`src/rtl/fault_campaign_ctrl.sv`:
```
// Stuck-at fault campaign sequencer: exhaustive patterns per fault, golden compare.
// Optional FAULT_DROP_EN: stop applying patterns to a fault once it is detected.
module fault_campaign_ctrl #(
  parameter int PAT_W   = 1,
  parameter int OUT_W   = 1,
  parameter int NUM_FLT = 4,
  parameter int SETTLE  = 1,
  localparam int IW = (NUM_FLT > 1) ? $clog2(NUM_FLT) : 1,
  localparam int CW = $clog2(NUM_FLT + 1)
) (
  input  logic               clk,
  input  logic               rst_n,
  input  logic               start,
  input  logic               abort,
  input  logic [OUT_W-1:0]   resp,
  input  logic [OUT_W-1:0]   gold,
  output logic [PAT_W-1:0]   pat_out,
  output logic               flt_en,
  output logic [IW-1:0]      flt_idx,
  output logic               busy,
  output logic               done,
  output logic [NUM_FLT-1:0] det_vec,
  output logic [CW-1:0]      det_cnt
);

  localparam logic [2:0] IDLE   = 3'd0;
  localparam logic [2:0] APPLY  = 3'd1;
  localparam logic [2:0] SETTL  = 3'd2;
  localparam logic [2:0] CHECK  = 3'd3;
  localparam logic [2:0] FINISH = 3'd4;

  localparam int SW = (SETTLE > 1) ? $clog2(SETTLE) : 1;
  localparam logic [SW-1:0] SLAST = SW'((SETTLE > 0) ? SETTLE - 1 : 0);
  localparam logic [IW-1:0] FLAST = IW'(NUM_FLT - 1);

  logic [2:0]    state;
  logic [SW-1:0] scnt;
  logic          new_det;
  logic          last_pat;
  logic          last_flt;
  logic          skip;

  assign new_det  = (resp != gold) && !det_vec[flt_idx];
  assign last_pat = &pat_out;
  assign last_flt = (flt_idx == FLAST);

`ifdef FAULT_DROP_EN
  assign skip = new_det;
`else
  assign skip = 1'b0;
`endif

  always_ff @(posedge clk or negedge rst_n) begin
    if (!rst_n) begin
      state   <= IDLE;
      scnt    <= '0;
      pat_out <= '0;
      flt_en  <= 1'b0;
      flt_idx <= '0;
      busy    <= 1'b0;
      done    <= 1'b0;
      det_vec <= '0;
      det_cnt <= '0;
    end else if (state == IDLE) begin
      done <= 1'b0;
      if (start && !abort) begin
        det_vec <= '0;
        det_cnt <= '0;
        flt_idx <= '0;
        pat_out <= '0;
        flt_en  <= 1'b1;
        busy    <= 1'b1;
        state   <= APPLY;
      end
    end else if (abort) begin
      state  <= IDLE;
      busy   <= 1'b0;
      flt_en <= 1'b0;
      done   <= 1'b0;
    end else begin
      unique case (state)
        APPLY: begin
          scnt  <= '0;
          state <= (SETTLE == 0) ? CHECK : SETTL;
        end
        SETTL: begin
          scnt <= scnt + SW'(1);
          if (scnt == SLAST) state <= CHECK;
        end
        CHECK: begin
          if (new_det) begin
            det_vec[flt_idx] <= 1'b1;
            det_cnt <= det_cnt + CW'(1);
          end
          if (!last_pat && !skip) begin
            pat_out <= pat_out + PAT_W'(1);
            state   <= APPLY;
          end else if (last_flt) begin
            busy   <= 1'b0;
            flt_en <= 1'b0;
            done   <= 1'b1;
            state  <= FINISH;
          end else begin
            pat_out <= '0;
            flt_idx <= flt_idx + IW'(1);
            state   <= APPLY;
          end
        end
        FINISH: begin
          done  <= 1'b0;
          state <= IDLE;
        end
        default: state <= IDLE;
      endcase
    end
  end

endmodule

```
`config.mk`:
```
export PLATFORM = sky130hd
export DESIGN_NAME = fault_campaign_ctrl
export DESIGN_NICKNAME = d
export VERILOG_FILES = /design/src/rtl/fault_campaign_ctrl.sv
export SDC_FILE = /design/constraint.sdc
export NUM_CORES = 1
export LEC_CHECK = 0
export BUFFER_PORTS_ARGS = -buffer_cell sky130_fd_sc_hd__clkbuf_2
export CORE_MARGIN = 5
export CORE_UTILIZATION = 50
export CTS_CLUSTER_DIAMETER = 100
export DETAILED_ROUTE_END_ITERATION = 10
export PLACE_DENSITY_LB_ADDON = 0.25
export SYNTH_ARGS = -nofsm -noshare
export SYNTH_HDL_FRONTEND = slang
export SYNTH_SLANG_ARGS = --single-unit
```
`constraint.sdc`:
```
create_clock -name clk -period 3.4 [get_ports clk]
set_input_delay 0.17 -clock clk [delete_from_list [all_inputs] [get_ports clk]]
set_output_delay 0.17 -clock clk [all_outputs]
set_load 0.03 [all_outputs]
```
# [Word level (Yosys, flattened, before mapping)]
# Cells that the tools add are included.
[totals] ff_bits=16 inputBits=6 out_inout_bits=13 elab_cells=95
[classes] add_sub_neg=4 n_lt_le_gt_ge=2 n_eq_ne=12 n_mux=45 n_bitwise=3 reduce_logical=21
[ops] operator="two-way mux 3 bit" count=11
[ops] operator="two-way mux 4 bit" count=5
[ops] operator="two-way mux 1 bit" count=18
[ops] operator="two-way mux 2 bit" count=6
[ops] operator="inequality test 4 bit, second input constant" count=3
[ops] operator="one-hot mux 3 bit (3 select lines)" count=1
[ops] operator="AND reduction 3 bit" count=3
[ops] operator="nonzero test 3 bit" count=3
[ops] operator="AND reduction 4 bit" count=2
[ops] operator="nonzero test 2 bit" count=4
[ops] operator="== test 3 x 2 -> 1 bit, second input constant" count=2
[ops] operator="inequality test 2 x 1 -> 1 bit, second input constant" count=3
[ops] operator="AND reduction 5 bit" count=1
[ops] operator="OR 4 bit" count=1
[ops] operator="one-hot mux 1 bit (2 select lines)" count=2
[ops] operator="nonzero test 4 bit" count=1
[ops] operator="adder 3 x 1 -> 3 bit, second input constant" count=1
[ops] operator="== test 3 x 1 -> 1 bit, second input constant" count=1
[ops] operator="== test 3 bit, second input constant" count=1
[ops] operator="logical AND 1 bit" count=3
[ops] operator="zero test 3 bit" count=1
[ops] operator="< comparator 2 x 3 -> 1 bit, second input constant" count=1
[ops] operator="adder 1 bit, second input constant" count=2
[ops] operator="adder 2 x 1 -> 2 bit, second input constant" count=1
[ops] operator="8 further kinds" count=10

# [Depth between registers and ports, before layout]
# Gate-level depths: netlist of the first run.
[depth] ltp_word=9 depth_mapped=5 depth_no_buf=5

# [Worst setup path after synthesis of the first run]
# Ideal clock, no wire load.
[synth_timing] kind="reg-to-reg" start="reg flt_idx[1]" end="reg det_cnt[0]" setup_time_ns=0.082 t_arrival_ns=1.792 required_ns=3.318 path_slack_ns=1.526 path_stages_with_launch=4 n_path_buf=0 period_less_slack_ns=1.874 cell_sequence="dfrtp_1 -> mux4_2 -> nor4b_4 -> mux2i_1"
[synth_via] elab_chain_len=6
[synth_lines] element="start, declared" line="19" text="output logic [IW-1:0] flt_idx,"
[synth_lines] element="start signal, assigned" line="105" text="flt_idx <= flt_idx + IW'(1);"
[synth_lines] element="binary-select mux 1 bit (select 2 bit)" line="43" text="assign new_det = (resp != gold) && !det_vec[flt_idx];"
[synth_lines] element="two-way mux 1 bit (implied by the code)" line="43"
[synth_lines] element="zero test 1 bit" line="43"
[synth_lines] element="logical AND 1 bit" line="43"
[synth_lines] element="nonzero test 2 bit (no line)"
[synth_lines] element="AND reduction 4 bit (no line)"
[synth_lines] element="end signal, assigned" line="93" text="det_cnt <= det_cnt + CW'(1);"
[synth_lines] element="end, declared" line="23" text="output logic [CW-1:0] det_cnt"
# No other way between the ends. The select of a mux whose other input is x is not followed.
# A chain may end at the register's enable or synchronous reset.

# [Final worst setup path of the first run]
# Same ends and word-level chain as after synthesis.

==> results of run 1 <==
==> worst register-to-register path, stage by stage (launching register included) <==
cell and delay [ps]:
dfrtp_1 450, mux4_2 560, nor4b_4 500, mux2i_1 240
==> sequential cells by signal, summed over array words and instances (netlist names) <==
signal	cells
det_vec	4
det_cnt	3
state	3
flt_idx	2
busy	1
done	1
pat_out	1
scnt	1
==> area by class of cell <==
cell class,count,share of cell area [%]
Clock buffer,4,3.73
Inverter,3,1.16
Timing Repair Buffer,19,10.3
Sequential cell,16,41.2
Multi-Input combinational cell,58,41.6
Tap cell,16,2.06
==> power groups by stage <==
stage,logic [mW],registers [mW],clock network [mW]
global placement,0.131,0.246,0
CTS,0.134,0.244,0.130
finish,0.133,0.245,0.126
global route,0.148,0.249,0.139
detailed placement,0.133,0.248,0
floorplan,0.0832,0.264,0
==> per-layer routing <==
metal	global-route usage, %	up-vias	share of wire (%)
met5	0	-	0
met4	7.66	0	1.8
met3	2.91	4	3.3
met2	24.6	11	51
met1	17.6	308	44
li1	-	322	-
==> cells in the mapped netlist (all sizes together) <==
library cell,count
a22o,4
nor2b,3
a22oi,1
mux2i,2
nand2b,2
nor4b,1
nor2,5
o221ai,1
and4b,1
buf,2
xnor2,2
nor3b,1
and2,1
a21oi,3
nand3,1
o21a,2
dfrtp,16
or2,1
clkbuf,2
nand2,11
ha,5
inv,3
o21ai,9
nor3,1
mux4,1
==> worst max-delay path by stage <==
stage	endpoint	slack, ps	cells after the start	start
final	det_cnt[0]$_DFFE_PN0P_	1570	3	flt_idx[1]$_DFFE_PN0P_
after global routing	det_cnt[0]$_DFFE_PN0P_	1420	3	flt_idx[1]$_DFFE_PN0P_
after CTS	det_cnt[0]$_DFFE_PN0P_	1540	3	flt_idx[1]$_DFFE_PN0P_
after detailed placement	det_cnt[0]$_DFFE_PN0P_	1570	3	flt_idx[1]$_DFFE_PN0P_
after global placement	det_cnt[0]$_DFFE_PN0P_	1660	3	flt_idx[1]$_DFFE_PN0P_
after floorplan	det_cnt[0]$_DFFE_PN0P_	1530	3	flt_idx[1]$_DFFE_PN0P_
==> kinds of logic after synthesis <==
| logic type | synth area share (%) |
|---|---|
| xor gates and xnor gates | 2.10 |
| muxes | 5.09 |
| AOI/OAI and AO/OA | 15.1 |
| and+or+nand+nor | 18.6 |
| buffers and inverters | 3.74 |
| adders and majority gates | 7.49 |
| DFF | 47.9 |
==> timing repair <==
action                    in CTS  in global routing
setup buffers                  0                  0
hold endpoints to repair      16                  0
hold buffers                   1                  0
gates resized for setup        0                  0
==> run_results.csv, run 1 <==
group,metric,value,unit
worst_hold_path,hold_depth,2,
layout,n_antenna_cell,0,
status,status,"completed",
sta,timing.fmax,547,MHz
synth,syn_area_per_cell,10.3,um2
sta,fin_hold_ws,96.0,ps
floorplanning,ios,19,
floorplanning,start_util,54.2,%
power,seq_power_share,48.5,%
power,fin_total_pwr,0.504,mW
synth,synth_area,836,um2
floorplanning,core,1540,um2
sta,setup-violations-final,0,
clock_network,cts_max_level,1,
detailed_routing,via_per_inst,5.56,
sta,period_share,53.8,%
clock_network,cts.clk_slew.worst_paths,100,ps
global_routing,overflow,0,
detailed_routing,finalWirelength,1.68,mm
worst_setup_path,path_cells,"mux4_2 -> nor4b_4 -> mux2i_1",
sta,fin_crit,1830,ps
synth,ys_seq_area_share,47.9,%
global_routing,grt_max_degree,17,
worst_hold_path,worstHoldStart,"abort",
clock_network,cts_sinks,16,
sta,skew,3.00,ps
synth,ys_seq_elements,16,
layout,design_area,972,um2
synth,synth.area.top_cells,"dfrtp_1 48%, ha_1 7.5%, nand2_1 4.9%",
floorplanning,die_area,2590,um2
worst_setup_path,end_kind,"flop",
worst_setup_path,r2r_end,"det_cnt[0]$_DFFE_PN0P_",
floorplanning,die_h,50.9,um
detailed_routing,drt_iter0_drc,31,
layout,final_common_cell,"clkbuf_2",
layout,final_cell_mix,"18 x clkbuf_2, 16 x dfrtp_1, 11 x nand2_1",
layout,fin_util,63.1,%
synth,synthCells,81,
clock_network,cts-root-buf,"clkbuf_4",
sta,tns,0,ps
worst_setup_path,crit_buf_inv,0,
placement,hpwl,1.26,mm
layout,layoutNonFillerInstCount,116,
power,clkPwrFrac,25.1,%
global_routing,antenna_found_initial,0,
power,vdd_drop_max,0.000253,V
placement,place_ws,1570,ps
global_routing,first_global_vias,638,
clock_network,clk_latency,280,ps
clock_network,numCtsBuffers,3,
sta,slew_headroom,67.2,%
global_routing,grt_pass1_wl,2.89,mm
placement,gp_congestion,0.728,
sta,tightest_slew,490,ps
synth,synth_cell_types,27,
power,p_comb_share,26.4,%
worst_setup_path,startpoint_type,"flop",
worst_setup_path,worstReg2RegStart,"flt_idx[1]$_DFFE_PN0P_",
worst_setup_path,rr_worst_depth,3,
detailed_routing,first_pass_iters,4,
worst_setup_path,critical_path_required,3610,ps
synth,synth.top_cell.area_share,47.9,%
detailed_routing,vias,645,
power,netSwitchingFraction,34.8,%
layout,nets,112,
floorplanning,rows,14,
sta,report.final.slew_viol_count,0,
power,p_per_area,519,nW/um2
worst_hold_path,hold_path.class,"in -> reg",
global_routing,grt_usage,14.6,%
worst_setup_path,path_max_fanout,9,
power,p_sw,0.175,mW
synth,synth_nets,92,
clock_network,clockBufferDepth,2,
power,intPower,0.329,mW
detailed_routing,avgRoutedWirePerCell,14.5,um
layout,seq_area,400,um2
layout,multi_input_area,404,um2
worst_setup_path,path_class,"reg -> reg",
layout,nFillCells,138,
synth,yosysTopAreaCell,"dfrtp_1",
worst_setup_path,slowest_delay,560,ps
layout,drive_above_1_share,25.0,%
worst_setup_path,cp_top_family,"multiplexers",
worst_hold_path,holdPathEnd,"done$_DFFE_PN0P_",
sta,setup_ws,1570,ps
placement,place_area,926,um2
clock_network,cts_tree,"yes",
sta,hold_violations,0,
worst_setup_path,r2r_setup_slack,1570,ps
power,leakage,0.464,nW
floorplanning,die_w,50.9,um
worst_setup_path,arrival,2040,ps
run,maxCapViolations,0,
detailed_routing,drc,0,
synth,yosys_warnings,0,
placement,io_buffer_count,18,
layout,syn_to_final_growth,16.3,%
sta,rsz0062_at_grt,"false",
placement,dp.cells,111,
detailed_routing,ant_nets,0,
worst_setup_path,cp_slowest_cell,"mux4_2",
No activity file was read; power rests on OpenSTA's default activity.
==> run 2, diff against run 1 <==
clock period = 1.7 ns   (was 3.4 ns; I/O delays follow)
==> run 2 against run 1 <==
- combinational power increased by 110%
- die area unchanged
- largest cell class unchanged
- count of clock-buffer cells in the layout unchanged
- final area increased by 1.8%
- setup slack got worse by 1400 ps
- critical path type unchanged
- hold slack got worse by 87 ps
- clock power increased by 66%
- utilization increased by 1.1 points
- global-route usage decreased by 0.60 points
- non-clock buffer count increased by 3
- wire length decreased by 6.1%
- highest routed layer unchanged
==> run_results.csv, run 2 (same netlist as run 1, synthesis figures left out) <==
group,metric,value,unit
layout,n_antenna_cell,0,
worst_setup_path,arrival,1800,ps
power,vdd_drop_max,0.000549,V
layout,final_cell_mix,"18 x clkbuf_2, 15 x dfrtp_1, 11 x nand2_1",
placement,hpwl,1.19,mm
power,fin_total_pwr,0.974,mW
clock_network,cts.clk_slew.worst_paths,100,ps
status,status,"completed",
floorplanning,ios,19,
worst_setup_path,crit_buf_inv,1,
worst_hold_path,hold_path.class,"in -> reg",
sta,fin_hold_ws,9.44,ps
floorplanning,die_area,2590,um2
sta,slew_headroom,74.3,%
detailed_routing,ant_nets,0,
sta,hold_violations,0,
worst_setup_path,end_kind,"flop",
clock_network,clk_latency,290,ps
sta,setup-violations-final,0,
worst_setup_path,r2r_setup_slack,120,ps
global_routing,grt_max_degree,17,
clock_network,cts_tree,"yes",
floorplanning,start_util,54.2,%
clock_network,numCtsBuffers,3,
layout,fin_util,64.2,%
floorplanning,rows,14,
detailed_routing,drc,0,
worst_setup_path,cp_top_family,"multiplexers",
detailed_routing,vias,644,
worst_setup_path,critical_path_required,1920,ps
detailed_routing,first_pass_iters,4,
sta,rsz0062_at_grt,"false",
layout,top_register,"det_vec",
detailed_routing,avgRoutedWirePerCell,13.2,um
clock_network,cts-root-buf,"clkbuf_4",
worst_setup_path,path_class,"reg -> reg",
clock_network,cts_sinks,16,
worst_setup_path,path_max_fanout,9,
sta,period_share,92.7,%
placement,io_buffer_count,18,
worst_setup_path,cp_slowest_cell,"mux4_2",
sta,report.final.slew_viol_count,0,
global_routing,grt_pass1_wl,2.82,mm
global_routing,antenna_found_initial,0,
worst_setup_path,r2r_end,"det_cnt[0]$_DFFE_PN0P_",
clock_network,clockBufferDepth,2,
detailed_routing,via_per_inst,5.41,
floorplanning,core,1540,um2
sta,tns,0,ps
layout,largest_register_ffs,4,
sta,timing.fmax,635,MHz
global_routing,grt_usage,14.1,%
clock_network,cts_max_level,1,
worst_setup_path,path_depth,4,
sta,tightest_slew,385,ps
placement,gp_congestion,0.734,
worst_setup_path,startpoint,"flt_idx[1]$_DFFE_PN0P_",
global_routing,overflow,0,
worst_setup_path,endpoint,"det_cnt[0]$_DFFE_PN0P_",
worst_setup_path,slowest_delay,520,ps
global_routing,first_global_vias,634,
detailed_routing,drt_iter0_drc,16,
worst_setup_path,worstReg2RegStart,"flt_idx[1]$_DFFE_PN0P_",
power,leakage,0.473,nW
floorplanning,die_w,50.9,um
layout,drive_above_1_share,27.2,%
run,maxCapViolations,0,
layout,final_common_cell,"clkbuf_2",
clock_network,postCtsSetupBuffers,0,
layout,nets,115,
sta,fin_crit,1580,ps
detailed_routing,finalWirelength,1.58,mm
worst_setup_path,startpoint_type,"flop",
power,p_per_area,984,nW/um2
layout,syn_to_final_growth,18.4,%
floorplanning,die_h,50.9,um
sta,skew,8.94,ps
layout,reg_top3,"det_vec: 4 flops, det_cnt: 3 flops, state: 3 flops",
worst_setup_path,path_cells,"mux4_2 -> nor4b_4 -> buf_6 -> mux2i_1",
worst_setup_path,rr_worst_depth,4,
==> run 2: cell types whose count changed in the layout (fill, tap and decap cells not counted) <==
cell,before,now
buf_4,0,2
buf_6,0,1
clkbuf_8,1,0
clkbuf_1,0,1
dfrtp_1,16,15
dfrtp_2,0,1
==> run 2: timing repair <==
item | CTS | global route
resized for setup | 0 | 1
hold buffers | 1 | 0
endpoints found under the hold margin | 16 | 0
setup endpoints to repair | 0 | 1
==> run 2: worst min-delay path by stage <==
stage	start	end	slack, ps	cells past startpoint
6_report	abort	done$_DFFE_PN0P_	9	2
5_1_grt	abort	done$_DFFE_PN0P_	20	2
4_1_cts	abort	done$_DFFE_PN0P_	10	2
3_5_place_dp	rst_n	det_cnt[0]$_DFFE_PN0P_	30	1
3_3_place_gp	rst_n	det_cnt[0]$_DFFE_PN0P_	30	1
2_1_floorplan	rst_n	busy$_DFFE_PN0P_	-210	0
==> run 2: per-layer routing <==
| metal | up-vias | GRT usage (%) | routed length (um) |
|---|---|---|---|
| met1 | 306 | 18.7 | 732 |
| met5 | - | 0 | 0 |
| met3 | 4 | 3.49 | 55 |
| met2 | 9 | 22.1 | 763 |
| met4 | 0 | 5.11 | 25 |
| li1 | 325 | - | - |
==> run 2: area by class of cell <==
| type | instances | area [um2] |
|---|---|---|
| inverter | 3 | 11.3 |
| sequential | 16 | 402 |
| fill | 131 | 552 |
| tap | 16 | 20.0 |
| timing repair buffer | 22 | 126 |
| multi-input combinational | 58 | 404 |
| clock buffer | 4 | 26.3 |
==> run 2: power by group <==
| part | switching [mW] | internal [mW] | leakage, nW |
|---|---|---|---|
| clock network | 0.118 | 0.0912 | 0.0150 |
| registers | 0.0585 | 0.428 | 0.212 |
| logic | 0.172 | 0.107 | 0.247 |
==> run 2: metrics by stage <==
step | std cells | area [um2] | setup WS (ps)
finish | 119 | 990 | 124
global placement | 114 | 950 | 150
floorplan | 81 | 837 | -56.7
global route | 119 | 990 | 9.42
CTS | 119 | 986 | 109
detailed placement | 114 | 950 | 130
